File: src/rtl/bf_round_engine.sv
// bf_round_engine: Blowfish 16-round sequencer driving P memory and S-box read channel.
// Optional BF_ENC_COUNT_EN adds the enc_count result counter.
module bf_round_engine #(
  parameter int MSB = 31,
  parameter int P_ADDR_NBITS = 5
) (
  input  logic                    CLK,
  input  logic                    rst,
  input  logic                    start,
  input  logic [MSB:0]            L_in,
  input  logic [MSB:0]            R_in,
  output logic                    ready,
  output logic [P_ADDR_NBITS-1:0] p_addr,
  input  logic [MSB:0]            p_dout,
  output logic                    s_rd_en,
  output logic                    s_rst_rd,
  output logic [MSB:0]            s_addr_rd,
  input  logic [MSB:0]            s_out,
  output logic                    valid,
  input  logic                    ack,
  output logic [MSB:0]            L_out,
  output logic [MSB:0]            R_out
`ifdef BF_ENC_COUNT_EN
  ,output logic [31:0]            enc_count
`endif
);
  typedef enum logic [2:0] {IDLE, LOAD, RD, F, FINAL, DONE} state_t;
  state_t state;
  logic [MSB:0] l, r;
  logic [3:0] round;
  assign s_rd_en = state == RD;
  assign s_rst_rd = state == IDLE;
  assign s_addr_rd = s_rd_en ? l : '0;
  always_ff @(posedge CLK)
    if (rst) begin
      state <= IDLE;
      ready <= 1'b0;
      valid <= 1'b0;
      L_out <= '0;
      R_out <= '0;
      p_addr <= '0;
      round <= '0;
      l <= '0;
      r <= '0;
    end else
      case (state)
        IDLE: begin
          ready <= 1'b1;
          p_addr <= '0;
          if (start && ready) begin
            l <= L_in;
            r <= R_in;
            round <= '0;
            ready <= 1'b0;
            state <= LOAD;
          end
        end
        LOAD: begin
          l <= l ^ p_dout;
          p_addr <= P_ADDR_NBITS'(1);
          state <= RD;
        end
        RD: state <= F;
        F: begin
          l <= r ^ s_out ^ p_dout;
          r <= l;
          round <= round + 4'(round != 4'd15);
          p_addr <= P_ADDR_NBITS'(round) + P_ADDR_NBITS'(2);
          state <= round == 4'd15 ? FINAL : RD;
        end
        FINAL: begin
          L_out <= r ^ p_dout;
          R_out <= l;
          valid <= 1'b1;
          state <= DONE;
        end
        DONE: if (ack) begin
          valid <= 1'b0;
          ready <= 1'b1;
          p_addr <= '0;
          state <= IDLE;
        end
        default: state <= IDLE;
      endcase
`ifdef BF_ENC_COUNT_EN
  always_ff @(posedge CLK)
    if (rst) enc_count <= '0;
    else if (state == DONE && ack) enc_count <= enc_count + 32'd1;
`endif
endmodule

File: config.mk
export PLATFORM = sky130hd
export DESIGN_NAME = bf_round_engine
export DESIGN_NICKNAME = d
export VERILOG_FILES = /design/src/rtl/bf_round_engine.sv
export SDC_FILE = /design/constraint.sdc
export NUM_CORES = 1
export LEC_CHECK = 0
export CAP_MARGIN = 15
export CORE_ASPECT_RATIO = 1.75
export CORE_UTILIZATION = 40
export DETAILED_ROUTE_END_ITERATION = 8
export HOLD_SLACK_MARGIN = 0.1
export PLACE_DENSITY = 0.76
export SYNTH_ARGS = -nofsm -noshare
export SYNTH_HDL_FRONTEND = slang
export SYNTH_SLANG_ARGS = --single-unit
File: constraint.sdc
create_clock -name CLK -period 2.3 [get_ports CLK]
set_clock_uncertainty 0.15 [all_clocks]
set_input_delay 0.46 -clock CLK [delete_from_list [all_inputs] [get_ports CLK]]
set_output_delay 0.46 -clock CLK [all_outputs]
set_load 0.02 [all_outputs]
Yosys cells after proc, flatten, opt, wreduce, memory -nomap -nowiden
Cells that the tools add are included.
{"block": "classes", "n_addsub": 2, "n_eq_ne": 9, "mux": 18, "bitwise_logic": 4, "reduce_logical": 13}
{"operator": "$xor A32 B32 Y32", "n": 4}
{"operator": "$mux W32", "n": 3}
{"operator": "$pmux W32 S3", "n": 1}
{"operator": "$pmux W32 S2", "n": 1}
{"operator": "$pmux W5 S4", "n": 1}
{"operator": "$pmux W3 S6", "n": 1}
{"operator": "$reduce_and A2 Y1", "n": 6}
{"operator": "$mux W3", "n": 3}
{"operator": "$pmux W4 S2", "n": 1}
{"operator": "$eq A3 B2 Y1 const B", "n": 2}
{"operator": "$eq A3 B3 Y1 const B", "n": 2}
{"operator": "$reduce_bool A2 Y1", "n": 3}
{"operator": "$add A4 B2 Y5 const B", "n": 1}
{"operator": "$mux W5", "n": 1}
{"operator": "$add A4 B1 Y4", "n": 1}
{"operator": "$eq A4 B4 Y1 const B", "n": 1}
{"operator": "$mux W4", "n": 1}
{"operator": "$ne A4 B4 Y1 const B", "n": 1}
{"operator": "$pmux W1 S2", "n": 2}
{"operator": "$reduce_bool A4 Y1", "n": 1}
{"operator": "$eq A3 B1 Y1 const B", "n": 1}
{"operator": "$logic_not A3 Y1", "n": 1}
{"operator": "$mux W1", "n": 3}
{"operator": "$reduce_bool A3 Y1", "n": 1}
{"operator": "3 further kinds", "n": 3}
{"block": "totals", "register_bits": 142, "inputBits": 132, "output_inout_bits": 105, "wordCells": 55}

Depth between registers and ports, before layout
Gate-level depths: netlist of run 1.
{"block": "depth", "word_depth": 3, "depth_mapped": 8}

Least setup slack after synthesis of run 1
No wires, ideal clock.
{"block": "synth_path", "kind": "reg2out", "startpoint": "register state[2]", "endpoint": "output s_addr_rd[22]", "arrival_time_ps": 1395, "setup_slack_ps": 295, "path_stages_with_launch": 6, "cell_sequence": "dfxtp_1 -> buf_6 -> nand2b_1 -> nor2_1 -> clkbuf_1 -> and2_1"}
{"block": "synth_via", "elab_chain_cells": 2}
{"item": "start, declared", "line": "28", "text": "state_t state;"}
{"item": "start signal, assigned", "line": "69", "text": "state <= round == 4'd15 ? FINAL : RD;"}
{"item": "$eq A3 B2 Y1", "line": "31", "text": "assign s_rd_en = state == RD;"}
{"item": "via s_rd_en", "line": "15", "text": "output logic s_rd_en,"}
{"item": "$mux W32", "line": "33", "text": "assign s_addr_rd = s_rd_en ? l : '0;"}
{"item": "end, declared", "line": "17", "text": "output logic [MSB:0] s_addr_rd,"}
The timed path passes the listed nets, and every way through them passes these cells.

Final worst setup path of run 1
{"block": "layout_path", "startpoint": "register state[2]", "endpoint": "output s_rst_rd"}
{"block": "layout_via", "elab_chain_cells": 1}
{"item": "$logic_not A3 Y1", "line": "32", "text": "assign s_rst_rd = state == IDLE;"}
{"item": "end, declared", "line": "16", "text": "output logic s_rst_rd,"}
No other way between the ends.

==> qor.csv, run 1 <==
metric,value,unit
final_common_cell,clkdlybuf4s50_1,
cts_sinks,142,
dp_slack,60.5,ps
viasPerCell,5.28,
final_cell_mix,"clkdlybuf4s50_1, dfxtp_1, nor2_1",
cts-root-buf,clkbuf_16,
port_buffers,236,
setup_tns,0,ps
antenna_found_initial,0,
setup_ws,63.6,ps
die_height,175,um
startpoint_type,register,
slew_headroom,75.7,%
first_iter_violations,288,
clock_latency,420,ps
ys.flop_type,dfxtp_1,
overflow,0,
power_density,1190,nW/um2
layoutNonFillerInstCount,1223,
fin_crit,2240,ps
synth_compound_area_share,19.4,%
io_pins,237,
area_growth,47.7,%
worst_pin_slew,355,ps
synth_mux_area_share,4.82,%
synth-seq-area-share,41.4,%
diodes,0,
status,"complete, no violations",
crit_chain,buf_12 -> or2_2 -> nor2_2 -> clkdlybuf4s15_2,
finalHoldViolCount,0,
clk_pin_slew,60,ps
syn_inst,756,
vias,6461,
die-area,17700,um2
ys_ff_latch,142,
worstPathRequired,1690,ps
rsz0062_at_grt,false,
cts_buffer_depth,2,
ctsHoldBuffers,0,
crit_slowest_cell,dfxtp_2,
first_pass_iters,6,
finalCritPeriodShare,97.2,%
drive_above_1_share,13.8,%
final_nets,1119,
start_util,40.7,%
dpl.cell_count,1189,
rows,63,
synth_top_family_by_area,compound AO/OA/AOI/OAI gates,
postRouteAntennaNets,0,
async_reset_ff_share,0,%
critPathArrivalTime,1630,ps
synth_area_per_cell,9.07,um2
cts_tree,done,
wl,21600,um
cap_violations,0,
synthAdderAreaFrac,0.547,%
numCtsBuffers,17,
grt_usage,24.8,%
synthDistinctLibCells,40,
finalPower,12.0,mW
fmax,447,MHz
post-route-util,60.1,%
yosys.area_share.simple,16.3,%
place.gp.congestion,0.829,
grt_pass1_wl,33700,um
core,16900,um2
worstSetupEndpointType,primary output,
grt_pass1_vias,6579,
report.final.slew_viol_count,0,
wl_per_cell,17.7,um
crit_type,register to primary output,
max_stage_delay,340,ps
htreeDepth,4,
synthesis.nets,891,
critPathMaxFanout,17,
synth-edff-count,0,
dp.final_hpwl,15000,um
hold_class,primary input to register,
yosysWarningCount,0,
syn_area,6860,um2
drcViolationCount,0,
cp_top_family,simple AND/OR/NAND/NOR gates,
worst-path-buf-inv,2,
leakage,3.68,nW
fp.dieW,101,um
setup_viol,0,
grt_max_degree,47,
ir_worst_vdd,0.654,mV
synth_xor_area_share,12.5,%
path summary, 6_finish.rpt:
kind	from	endpoint	slack (ps)	depth (start not counted)
setup / recovery	state[2]	s_rst_rd	60	4
hold / removal	rst	r[3]	300	2
setup reg to reg	state[1]	l[19]	150	6
hold reg to reg	R_out[7]	R_out[7]	300	2
flip-flops by register name, indices dropped and copies added (netlist names):
signal,count
p_addr,5
ready,1
round,4
valid,1
r,32
state,3
l,32
R_out,32
L_out,32
per-layer routing:
metal / share of wire, % / vias up / GRT usage [%]
met5: 0 / - / 0
met2: 53 / 239 / 45.3
met3: 5.8 / 48 / 5.88
li1: - / 3108 / -
met1: 37 / 3066 / 25.4
met4: 4.2 / 0 / 13.4
timing repair:
item                       CTS  global route
buffers inserted             2             0
setup endpoints to repair   34             2
gates cloned                 1             0
resized for setup          137             2
pin swaps                    1             0
through the flow:
step | instance area (um2) | hold slack (ps)
floorplan | 6860 | 315
global placement | 9630 | 291
detailed placement | 9630 | 296
CTS | 10100 | 290
global route | 10100 | 300
finish | 10100 | 298
final cells by class:
cell class / count / area [um2]
fillers: 1544 / 6740
well taps: 227 / 284
clock inverters: 12 / 158
inverters: 3 / 11.3
flip-flops and latches: 142 / 2840
repair buffers: 271 / 2660
multi-input cells: 549 / 3730
clock buffers: 19 / 443
cells in the mapped netlist, types with 3 or more instances:
master | number | area (um2)
nand2b_1 | 3 | 18.8
a2111oi_0 | 3 | 26.3
buf_6 | 5 | 56.3
inv_1 | 3 | 11.3
xor2_1 | 66 | 578
ha_1 | 3 | 37.5
a222oi_1 | 31 | 310
a2111oi_2 | 28 | 420
mux2i_1 | 33 | 330
nand3_1 | 3 | 15.0
clkbuf_1 | 44 | 165
and2_1 | 32 | 200
dfxtp_1 | 142 | 2840
buf_12 | 3 | 60.1
a21oi_1 | 39 | 195
buf_1 | 3 | 11.3
a22oi_1 | 3 | 22.5
buf_2 | 7 | 35.0
nor2_1 | 142 | 533
xnor2_1 | 32 | 280
nand2_1 | 71 | 267
o21ai_0 | 4 | 20.0
a211oi_1 | 34 | 255
power by group:
| group | total (mW) | leakage [nW] | internal [mW] | switching, mW |
|---|---|---|---|---|
| Combinational | 5.29 | 2.24 | 2.44 | 2.85 |
| Sequential | 3.91 | 1.16 | 3.21 | 0.704 |
| Clock | 2.84 | 0.287 | 1.74 | 1.10 |
logic make-up (layout without fill, tap and decap cells):
family                     Yosys count  after routing
xor gates and xnor gates            98             98
AOI/OAI and AO/OA                  152            152
muxes                               33             33
buffers and inverters               65            305
and+or+nand+nor                    263            263
adders and majority gates            3              3
DFF                                142            142
(Power assumes the default switching activity.)
==> run 2, diff against run 1 <==
--- a/config.mk
+++ b/config.mk
@@ -9,4 +9,5 @@
 export CORE_ASPECT_RATIO = 1.75
 export CORE_UTILIZATION = 40
+export CTS_BUF_LIST = sky130_fd_sc_hd__clkbuf_4
 export DETAILED_ROUTE_END_ITERATION = 8
 export HOLD_SLACK_MARGIN = 0.1
==> constraint.sdc (replaced) <==
create_clock -name CLK -period 2.3 [get_ports CLK]
set_clock_uncertainty 0.15 [all_clocks]
set_input_delay 0.23 -clock CLK [delete_from_list [all_inputs] [get_ports CLK]]
set_output_delay 0.23 -clock CLK [all_outputs]
set_load 0.02 [all_outputs]
==> run 2 against run 1 <==
Net effect: register-to-register slack better by 50 ps; setup slack better by 57 ps; sequential power grew 1%; critical path depth grew 1; design area shrank 3.4%; cell count barely moved; non-clock buffer count down 3; sequential share of layout area rose by 1.0 points; power fell by 13%; fmax increased by 2.6%; first-iteration DRC count up 6.6%; critical endpoint is now s_addr_rd[25]; largest power group unchanged; highest routed layer unchanged.
==> qor.csv, run 2 (synthesized netlist as in run 1, its figures left out) <==
metric,value,unit,change
status,"complete, no violations",,
final_common_cell,clkdlybuf4s50_1,,
report.final.slew_viol_count,0,,unchanged
cts-root-buf,clkbuf_4,,
clk_pin_slew,130,ps,+70 ps
worstPathRequired,1920,ps,+230 ps
post-route-util,58.0,%,-2.0 points
core,16900,um2,unchanged
area_growth,42.7,%,
fmax,459,MHz,+2.6%
drive_above_1_share,13.1,%,-0.66 points
wl_per_cell,17.3,um,-2.2%
grt_pass1_vias,6397,,-2.8%
overflow,0,,unchanged
grt_usage,24.5,%,-0.28 points
finalHoldViolCount,0,,unchanged
final_nets,1116,,-0.27%
layoutNonFillerInstCount,1222,,-0.082%
critPathMaxFanout,10,,-7
dpl.cell_count,1185,,-0.34%
rows,63,,unchanged
rsz0062_at_grt,true,,
hold_class,primary input to register,,
startpoint_type,register,,
cap_violations,0,,unchanged
drcViolationCount,0,,unchanged
r2r_cells,5,,-1
cts_sinks,142,,unchanged
postRouteAntennaNets,0,,unchanged
io_pins,237,,unchanged
place.gp.congestion,0.841,,+1.5%
ir_worst_vdd,0.588,mV,-10%
grt_max_degree,82,,+74%
reg2reg_to,l[17],,
r2r_setup_slack,200,ps,+50 ps
start_util,40.7,%,unchanged
cts_buffer_depth,2,,unchanged
slew_headroom,63.2,%,-13 points
clock_latency,520,ps,+100 ps
cts_tree,done,,
leakage,3.46,nW,-6.1%
vias,6425,,-0.56%
first_pass_iters,6,,unchanged
crit_type,register to primary output,,
worstSetupEndpointType,primary output,,
port_buffers,236,,unchanged
finalCritPeriodShare,94.8,%,-2.5 points
die-area,17700,um2,unchanged
first_iter_violations,307,,+6.6%
worst_pin_slew,547,ps,+192 ps
wl,21200,um,-2.3%
dp.final_hpwl,15100,um,+0.39%
critPathArrivalTime,1800,ps,+170 ps
antenna_found_initial,2,,+2
numCtsBuffers,17,,unchanged
fp.dieW,101,um,unchanged
die_height,175,um,unchanged
power_density,1070,nW/um2,-9.9%
whs_path_depth,3,,+1
reg2reg_from,state[0],,
setup_viol,0,,unchanged
htreeDepth,4,,unchanged
min_from,L_in[18],,
grt_pass1_wl,33500,um,-0.45%
holdPathEnd,l[18],,
final_cell_mix,"clkdlybuf4s50_1, dfxtp_1, nor2_1",,
viasPerCell,5.26,,-0.48%
fin_crit,2180,ps,-57.2 ps
==> run 2: how the worst max path moves through the flow <==
stage | from | to | slack (ps)
floorplan | state[2] | l[0] | 520
global placement | state[0] | l[4] | 240
detailed placement | state[0] | l[4] | 170
CTS | state[2] | s_addr_rd[19] | 2
global route | state[2] | s_addr_rd[13] | -20
finish | state[2] | s_addr_rd[25] | 120
==> run 2: stage by stage <==
stage                     TNS, ps  setup WS (ps)  power (mW)  hold WS [ps]  cell area, um2
final                           0            121        10.5           180            9790
after global placement          0            242        8.93           292            9540
after global routing        -90.2          -21.5        11.2           127            9790
after floorplan                 0            522        6.95           250            6860
after CTS                       0           1.50        10.6           129            9860
after detailed placement        0            166        9.05           296            9540
==> run 2: cell type report <==
cell class | count | area [um2]
diodes | 2 | 5.00
repair buffers | 268 | 2660
flip-flops and latches | 142 | 2850
clock inverters | 14 | 118
well taps | 227 | 284
multi-input cells | 549 | 3730
inverters | 3 | 11.3
clock buffers | 17 | 128
fillers | 1533 | 7080
==> run 2: metal layers <==
layer  wire (um)  vias up  part of all wire, %  global-route usage [%]
met2       11000      263                   52                    43.1
met4         965        0                  4.6                    13.7
met1        8050     3009                   38                    26.9
met5           0        -                    0                       0
met3        1180       55                  5.6                    5.04
li1            -     3098                    -                       -
==> run 2: what timing repair did <==
action | 4_1_cts | 5_1_grt
hold endpoints to repair | 21 | 0
gates cloned | 1 | 0
setup endpoints to repair | 34 | 38
buffers inserted | 3 | 0
pin swaps | 1 | 0
gates resized for setup | 98 | 21
hold buffers | 1 | 0
==> run 2: power breakdown <==
part / internal (mW) / switching [mW] / leakage, nW / total, mW
clock network: 0.528 / 0.940 / 0.127 / 1.47
registers: 3.21 / 0.737 / 1.16 / 3.95
logic: 2.34 / 2.74 / 2.17 / 5.07
==> run 2: critical path, stage by stage (launching register included) <==
cell and delay (ps):
dfxtp_4 390, nand2b_4 160, nor2_4 140, buf_6 150
and2_1 130, dlygate4sd2_1 330
